`config.mk`:
```
export PLATFORM = sky130hd
export DESIGN_NAME = control_fsm
export DESIGN_NICKNAME = d
export VERILOG_FILES = /design/src/rtl/control_fsm_pkg.sv /design/src/rtl/control_decode.sv /design/src/rtl/control_fsm.sv
export SDC_FILE = /design/constraint.sdc
export NUM_CORES = 1
export LEC_CHECK = 0
export CAP_MARGIN = 0
export CORE_MARGIN = 2
export CORE_UTILIZATION = 30
export CTS_BUF_LIST = sky130_fd_sc_hd__clkbuf_4 sky130_fd_sc_hd__clkbuf_8
export DETAILED_ROUTE_END_ITERATION = 8
export PLACE_DENSITY = 0.73
export SLEW_MARGIN = 30
export SYNTH_ARGS = -nofsm -noshare
export SYNTH_HDL_FRONTEND = slang
export SYNTH_SLANG_ARGS = --single-unit
```
`constraint.sdc`:
```
create_clock -name clk -period 1.74 [get_ports clk]
set_input_delay 0.174 -clock clk [delete_from_list [all_inputs] [get_ports clk]]
set_output_delay 0.174 -clock clk [all_outputs]
set_load 0.05 [all_outputs]
```
`src/rtl/control_fsm_pkg.sv`:
```
// Shared types and encodings for the multicycle control FSM.
// State enum, ALU operation codes, opcode and funct constants.
package control_fsm_pkg;

  typedef enum logic [1:0] {
    ST_FETCH  = 2'd0,
    ST_DECODE = 2'd1,
    ST_EXEC   = 2'd2,
    ST_WB     = 2'd3
  } state_e;

  localparam logic [2:0] ALU_ADD = 3'b000;
  localparam logic [2:0] ALU_SUB = 3'b001;
  localparam logic [2:0] ALU_AND = 3'b010;
  localparam logic [2:0] ALU_OR  = 3'b011;
  localparam logic [2:0] ALU_SLT = 3'b101;

  localparam logic [6:0] OP_IMM    = 7'b0010011;
  localparam logic [6:0] OP_BRANCH = 7'b1100011;
  localparam logic [6:0] OP_REG    = 7'b0110011;

  localparam logic [2:0] F3_ADDI = 3'b000;
  localparam logic [2:0] F3_BNE  = 3'b001;
  localparam logic [2:0] F3_ADD  = 3'b000;
  localparam logic [2:0] F3_AND  = 3'b111;
  localparam logic [2:0] F3_OR   = 3'b110;
  localparam logic [2:0] F3_SLT  = 3'b010;

  localparam logic [6:0] F7_ADD = 7'b0000000;
  localparam logic [6:0] F7_SUB = 7'b0100000;

endpackage

```
`src/rtl/control_decode.sv`:
```
// Combinational decode of the latched instruction into control fields.
// In: ir. Out: legal, alu_ctrl, alu_src, imm_src, is_branch.
// R-type support compiled in with `define CONTROL_RTYPE_EN.
module control_decode
  import control_fsm_pkg::*;
(
  input  logic [31:0] ir,
  output logic        legal,
  output logic [2:0]  alu_ctrl,
  output logic        alu_src,
  output logic        imm_src,
  output logic        is_branch
);

  logic [6:0] opcode;
  logic [2:0] funct3;
  logic [6:0] funct7;
  logic       unused_ir;

  assign opcode = ir[6:0];
  assign funct3 = ir[14:12];
  assign funct7 = ir[31:25];
  assign unused_ir = ^{ir[24:15], ir[11:7], funct7};

  always_comb begin
    legal     = 1'b0;
    alu_ctrl  = ALU_ADD;
    alu_src   = 1'b0;
    imm_src   = 1'b0;
    is_branch = 1'b0;
    unique case (1'b1)
      (opcode == OP_IMM && funct3 == F3_ADDI): begin
        legal   = 1'b1;
        alu_src = 1'b1;
      end
      (opcode == OP_BRANCH && funct3 == F3_BNE): begin
        legal     = 1'b1;
        imm_src   = 1'b1;
        is_branch = 1'b1;
        alu_ctrl  = ALU_SUB;
      end
`ifdef CONTROL_RTYPE_EN
      (opcode == OP_REG): begin
        legal = 1'b1;
        unique case (1'b1)
          (funct3 == F3_ADD && funct7 == F7_ADD):
            alu_ctrl = ALU_ADD;
          (funct3 == F3_ADD && funct7 == F7_SUB):
            alu_ctrl = ALU_SUB;
          (funct3 == F3_AND):
            alu_ctrl = ALU_AND;
          (funct3 == F3_OR):
            alu_ctrl = ALU_OR;
          (funct3 == F3_SLT):
            alu_ctrl = ALU_SLT;
          default: begin
            legal    = 1'b0;
            alu_ctrl = ALU_ADD;
          end
        endcase
      end
`endif
      default: ;
    endcase
  end

endmodule

```
`src/rtl/control_fsm.sv`:
```
// Moore multicycle control FSM: FETCH, DECODE, EXEC, WB.
// In: clk, rst_n, instr, instr_valid, EQ. Out: instr_ready, ALUctrl,
// ALUsrc, ImmSrc, RegWrite, PCen, PCsrc, illegal. Macro: CONTROL_RTYPE_EN.
module control_fsm
  import control_fsm_pkg::*;
(
  input  logic        clk,
  input  logic        rst_n,
  input  logic [31:0] instr,
  input  logic        instr_valid,
  output logic        instr_ready,
  input  logic        EQ,
  output logic [2:0]  ALUctrl,
  output logic        ALUsrc,
  output logic        ImmSrc,
  output logic        RegWrite,
  output logic        PCen,
  output logic        PCsrc,
  output logic        illegal
);

  state_e      state_q, state_d;
  logic [31:0] ir_q, ir_d;

  logic       dec_legal;
  logic [2:0] dec_alu_ctrl;
  logic       dec_alu_src;
  logic       dec_imm_src;
  logic       dec_is_branch;

  control_decode u_decode (
    .ir        (ir_q),
    .legal     (dec_legal),
    .alu_ctrl  (dec_alu_ctrl),
    .alu_src   (dec_alu_src),
    .imm_src   (dec_imm_src),
    .is_branch (dec_is_branch)
  );

  always_comb begin
    state_d = state_q;
    ir_d    = ir_q;
    unique case (state_q)
      ST_FETCH: begin
        if (instr_valid) begin
          ir_d    = instr;
          state_d = ST_DECODE;
        end
      end
      ST_DECODE:
        state_d = dec_legal ? ST_EXEC : ST_FETCH;
      ST_EXEC:
        state_d = dec_is_branch ? ST_FETCH : ST_WB;
      ST_WB:
        state_d = ST_FETCH;
    endcase
  end

  always_ff @(posedge clk) begin
    if (!rst_n) begin
      state_q <= ST_FETCH;
      ir_q    <= '0;
    end else begin
      state_q <= state_d;
      ir_q    <= ir_d;
    end
  end

  // Outputs are masked while rst_n is low so a reset asserted
  // mid-instruction never leaks a write or PC update.
  always_comb begin
    instr_ready = 1'b0;
    ALUctrl     = ALU_ADD;
    ALUsrc      = 1'b0;
    ImmSrc      = 1'b0;
    RegWrite    = 1'b0;
    PCen        = 1'b0;
    PCsrc       = 1'b0;
    illegal     = 1'b0;
    if (!rst_n) begin
      instr_ready = 1'b1;
    end else begin
      unique case (state_q)
        ST_FETCH:
          instr_ready = 1'b1;
        ST_DECODE: begin
          if (dec_legal) begin
            ImmSrc = dec_imm_src;
          end else begin
            illegal = 1'b1;
            PCen    = 1'b1;
          end
        end
        ST_EXEC: begin
          ALUctrl = dec_alu_ctrl;
          ALUsrc  = dec_alu_src;
          if (dec_is_branch) begin
            PCen  = 1'b1;
            PCsrc = ~EQ;
          end
        end
        ST_WB: begin
          RegWrite = 1'b1;
          PCen     = 1'b1;
        end
      endcase
    end
  end

endmodule

```
==> results of run 1 <==
==> critical path: cells and delay by family (launching register included) <==
kind                   cells  cell delay [ns]
flip-flops                 1             0.31
buffers and inverters      1             0.16
AND/OR/NAND/NOR            3             0.78
==> per-stage QoR <==
step           util (%)  hold slack, ns  instances  cell area (um2)
2_1_floorplan         -           0.299         63              643
3_3_place_gp       48.3           0.489        109              948
3_5_place_dp       48.3           0.499        109              948
4_1_cts            49.7           0.519        112              976
5_1_grt            50.5           0.537        112              991
6_report           50.5           0.510        112              991
==> cell type report <==
| cell class | instances | area [um2] | area share, % |
|---|---|---|---|
| clock buffer | 3 | 22.5 | 2.27 |
| timing repair buffer | 24 | 313 | 31.6 |
| tap | 27 | 33.8 | 3.41 |
| inverter | 1 | 3.75 | 0.379 |
| multi-input combinational | 45 | 378 | 38.1 |
| sequential | 12 | 240 | 24.2 |
==> cell families after synthesis <==
family | synth area share [%]
compound gates | 6.68
buf+inv | 7.29
simple gates | 30.4
flops | 38.9
mux | 16.2
other cells | 0.607
==> registers in the layout, summed over array words and instances, names as in the netlist <==
register and count:
ir_q 10, state_q 2
==> layer usage <==
metal / track usage (%) / vias to the layer above / wire [um]
li1: - / 264 / -
met5: 0 / - / 0
met2: 19.1 / 15 / 638
met4: 5.56 / 0 / 26
met1: 13.9 / 241 / 543
met3: 4.29 / 2 / 74
==> final timing paths <==
| path | endpoint | slack (ns) | depth (start not counted) |
|---|---|---|---|
| max | PCsrc | 0.06 | 4 |
| min | ir_q[14] | 0.51 | 2 |
| max reg2reg | ir_q[4] | 0.48 | 4 |
| min reg2reg | ir_q[14] | 0.51 | 2 |
==> placed cells by master (no fill, tap or decap) <==
cell type,Yosys,final
a22o_1,2,2
and3b_2,1,1
and4_1,1,1
and4b_1,1,1
and4bb_2,1,1
buf_12,0,8
buf_4,2,3
clkbuf_4,0,3
clkdlybuf4s50_1,0,13
conb_1,1,2
dfxtp_1,12,12
inv_1,1,1
mux2i_1,10,10
nand2_1,2,2
nand3_1,3,2
nand3_2,0,1
nand3b_1,1,1
nor2_1,3,2
nor2_2,0,1
nor2b_1,10,10
nor3_2,0,2
nor3_4,0,1
nor3b_4,1,1
nor4b_2,0,1
o211a_1,1,1
o21ai_0,1,1
o221ai_2,0,1
==> timing repair <==
| action | in CTS | in global routing |
|---|---|---|
| resized for setup | 1 | 3 |
| setup endpoints to repair | 2 | 3 |
| pin swaps | 2 | 2 |
| gates cloned | 0 | 0 |
==> where the power goes <==
part           leakage [nW]  switching (mW)  internal (mW)
sequential           0.0987          0.0107          0.291
clock                0.0138          0.0778         0.0799
combinational         0.295          0.0539         0.0686
==> results.py, run 1 <==
metrics = {
    "detailed_routing": {
        "routedWlPerCell_um": 11.5,
        "routed_wl_um": 1280,
        "vias_per_cell": 4.66,
        "firstDrtPassIters": 2,
        "vias": 522,
        "ant_nets": 0,
        "drc": 0,
        "drt-initial-drc-count": 3,
    },
    "layout": {
        "area_growth_pct": 60.3,
        "fillers": 189,
        "diodes": 0,
        "drive_above_1_share_pct": 28.2,
        "nets": 123,
    },
    "die": {
        "pin_count": 46,
        "die_h_um": 49.4,
        "core_um2": 1960,
        "die_area_um2": 2440,
        "rows": 16,
        "die_width_um": 49.4,
        "start_util_pct": 31.5,
    },
    "critical_path": {
        "slowest_delay_ns": 0.34,
        "cp_slowest_cell": "and4bb_2",
        "path_cells": "and4bb_2 -> nand3_2 -> nor3_4 -> buf_12",
        "r2r_start": "state_q[1]",
        "end_kind": "output port",
        "arrival_ns": 1.51,
        "cp-startpoint": "ir_q[2]",
        "cp_data_required_time_ns": 1.57,
        "critPathKind": "flop to output port",
        "startpoint_type": "flop",
        "path_max_fanout": 5,
    },
    "yosys": {
        "yosysSeqAreaShare_pct": 38.9,
        "synth_seq_cells": 12,
        "netlist_top_cells_area": "dfxtp_1 (39%), mux2i_1 (16%), nor2b_1 (10%), buf_6 (3.6%), nor3b_4 (3.0%)",
        "synthCells": 62,
        "synth_edf_count": 0,
        "synth_top_area_share_pct": 38.9,
        "netlist_top_cells_count": "dfxtp_1 (12), mux2i_1 (10), nor2b_1 (10)",
        "yosysUniqueCellTypes": 23,
        "yosys_most_used_dff": "dfxtp_1",
        "async_flop_share_pct": 0,
        "syn_area_um2": 618,
        "yosysWarnings": 0,
        "syn_area_per_cell_um2": 9.97,
        "yosysMostFrequentCell": "dfxtp_1",
        "synth_top_area_cell": "dfxtp_1",
    },
    "global_routing": {
        "grt_pass1_wl_um": 2200,
        "grt_pass1_vias": 505,
        "antenna_found_initial": 0,
        "grt_overflow": 0,
        "grt_use_total_pct": 11.9,
        "grt_max_degree": 12,
    },
    "placed_design": {
        "hpwl_um": 1010,
        "place_congestion": 0.696,
        "portBuffers": 21,
        "dp_slack_ns": 0.163,
    },
    "clock_tree": {
        "clk_pin_slew_ns": 0.06,
        "clockBufferDepth": 2,
        "post-cts-setup-buffers": 0,
        "hold_buffers": 0,
        "h-tree-depth": 1,
        "cts-root-buf": "clkbuf_4",
        "cts_buffers": 3,
        "insertion_delay_ns": 0.26,
        "cts_num_sinks": 12,
        "cts_tree": "yes",
    },
    "power": {
        "cellPowerDensity_nw_per_um2": 587,
        "p_total_uw": 581,
        "p_leak_nw": 0.407,
        "ir_worst_vdd_v": 0.000363,
    },
    "worst_hold_path": {
        "hp-start": "ir_q[14]",
        "min_path_type": "flop to flop",
    },
    "sta": {
        "period_needed_ns": 1.68,
        "period_share_pct": 96.6,
        "fin_setup_tns_ns": 0,
        "finClkSkew_ns": 0.00189,
        "worst_slack_ns": 0.0586,
        "slew_viol_final": 0,
        "rsz0062_at_grt": "yes",
        "clock.fmax_ghz": 0.595,
        "final-hold-violation-count": 0,
        "setup_viol": 0,
    },
    "flow_run": {
        "maxCapViolations": 0,
    },
    "run_status": {
        "status": "finished, final reports clean",
    },
}
No activity file was read; power rests on OpenSTA's default activity.
==> run 2, diff against run 1 <==
--- a/config.mk
+++ b/config.mk
@@ -11,6 +11,8 @@
 export CTS_BUF_LIST = sky130_fd_sc_hd__clkbuf_4 sky130_fd_sc_hd__clkbuf_8
 export DETAILED_ROUTE_END_ITERATION = 8
 export PLACE_DENSITY = 0.73
+export RECOVER_POWER = 25
+export REMOVE_ABC_BUFFERS = 1
 export SLEW_MARGIN = 30
 export SYNTH_ARGS = -nofsm -noshare
 export SYNTH_HDL_FRONTEND = slang
==> results.py, run 2 (same netlist as run 1, synthesis figures left out) <==
metrics = {
    "layout": {
        "top_register": "ir_q",
        "final_common_cell": "clkdlybuf4s50_1",
        "final_cell_mix": "clkdlybuf4s50_1 (13), dfxtp_1 (11), mux2i_1 (10), nor2b_1 (10), buf_12 (8)",
        "diodes": 0,
        "drive_above_1_share_pct": 28.2,
        "fillers": 189,
        "largest_register_ffs": 10,
        "reg_top3": "ir_q (10), state_q (2)",
        "area_growth_pct": 60.7,
        "final_cells": 112,
        "nets": 123,
    },
    "critical_path": {
        "end_kind": "output port",
        "path_max_fanout": 3,
        "path_cells": "and4b_1 -> o211a_1 -> o221ai_2 -> buf_12",
        "startpoint_type": "flop",
        "arrival_ns": 1.54,
        "crit_family": "compound AO/OA/AOI/OAI gates",
        "critPathKind": "flop to output port",
        "crit_buf_inv": 1,
        "slowest_delay_ns": 0.34,
        "cp_slowest_cell": "dfxtp_1",
        "cp_data_required_time_ns": 1.57,
    },
    "clock_tree": {
        "cts_num_sinks": 12,
        "h-tree-depth": 1,
        "cts_buffers": 3,
        "cts-root-buf": "clkbuf_4",
        "hold_buffers": 0,
        "insertion_delay_ns": 0.26,
        "clockBufferDepth": 2,
        "cts_tree": "yes",
        "clk_pin_slew_ns": 0.07,
        "post-cts-setup-buffers": 0,
    },
    "detailed_routing": {
        "firstDrtPassIters": 4,
        "routedWlPerCell_um": 12.1,
        "drt-initial-drc-count": 3,
        "vias": 521,
        "ant_nets": 0,
        "routed_wl_um": 1350,
        "drc": 0,
        "vias_per_cell": 4.65,
    },
    "global_routing": {
        "antenna_found_initial": 0,
        "grt_pass1_wl_um": 2150,
        "grt_use_total_pct": 11.9,
        "grt_pass1_vias": 491,
        "grt_max_degree": 12,
        "grt_overflow": 0,
    },
    "placed_design": {
        "portBuffers": 21,
        "dp_slack_ns": 0.130,
        "place_inst": 109,
        "place_congestion": 0.777,
        "hpwl_um": 989,
    },
    "sta": {
        "slew_viol_final": 0,
        "period_share_pct": 98.8,
        "period_needed_ns": 1.72,
        "final-hold-violation-count": 0,
        "fin_setup_tns_ns": 0,
        "whs_ns": 0.516,
        "setup_viol": 0,
        "finClkSkew_ns": 0.000714,
        "rsz0062_at_grt": "yes",
        "clock.fmax_ghz": 0.582,
        "worst_slack_ns": 0.0212,
    },
    "worst_hold_path": {
        "min_path_type": "flop to flop",
    },
    "die": {
        "die_h_um": 49.4,
        "rows": 16,
        "core_um2": 1960,
        "die_width_um": 49.4,
        "start_util_pct": 31.5,
        "die_area_um2": 2440,
        "pin_count": 46,
    },
    "run_status": {
        "status": "finished, final reports clean",
    },
    "power": {
        "p_leak_nw": 0.408,
        "cellPowerDensity_nw_per_um2": 588,
        "ir_worst_vdd_v": 0.000292,
        "p_total_uw": 584,
    },
    "flow_run": {
        "maxCapViolations": 0,
    },
}
-- run 2: cell count changes in the layout (fill, tap and decap cells not counted), sizes merged --
cell / before / now
clkbuf: 3 / 4
buf: 11 / 10
-- run 2: routing by layer --
metal  global-route usage, %  part of all wire (%)  vias to the layer above
li1                        -                     -                      264
met1                    13.2                    44                      241
met2                    19.4                    49                       14
met3                    3.68                   6.1                        2
met4                    8.33                  0.81                        0
met5                       0                     0                        -
-- run 2: worst min-delay path: stages, from the launching register on --
cell,delay [ns]
dfxtp_1,0.33
mux2i_1,0.06
nor2b_1,0.09
-- run 2: worst paths after layout --
check,start,to,depth (start not counted),slack [ns]
worst max-delay path,ir_q[4],PCen,4,0.02
worst min-delay path,ir_q[0],ir_q[0],2,0.52
worst max register to register,state_q[1],ir_q[14],4,0.40
worst min register to register,ir_q[0],ir_q[0],2,0.52
-- run 2: per-stage QoR --
step / utilization [%] / cell area (um2)
floorplan: - / 581
global placement: 47.3 / 927
detailed placement: 47.3 / 927
CTS: 49.8 / 977
global route: 50.6 / 993
finish: 50.6 / 993
-- run 2: where the power goes --
part	internal (mW)	switching [mW]
clock	0.0798	0.0805
combinational	0.0679	0.0547
sequential	0.290	0.0110
total	0.438	0.146
-- run 2: repair_timing --
item | CTS | global route
pin swaps | 0 | 2
setup endpoints to repair | 4 | 5
gates cloned | 0 | 0
gates resized for setup | 5 | 4
-- run 2: area by class of cell --
cell class	instances	area [um2]	area share, %
inverter	1	3.75	0.378
clock buffer	3	22.5	2.27
sequential	12	241	24.3
tap	27	33.8	3.40
timing repair buffer	24	310	31.2
multi-input combinational	45	382	38.4
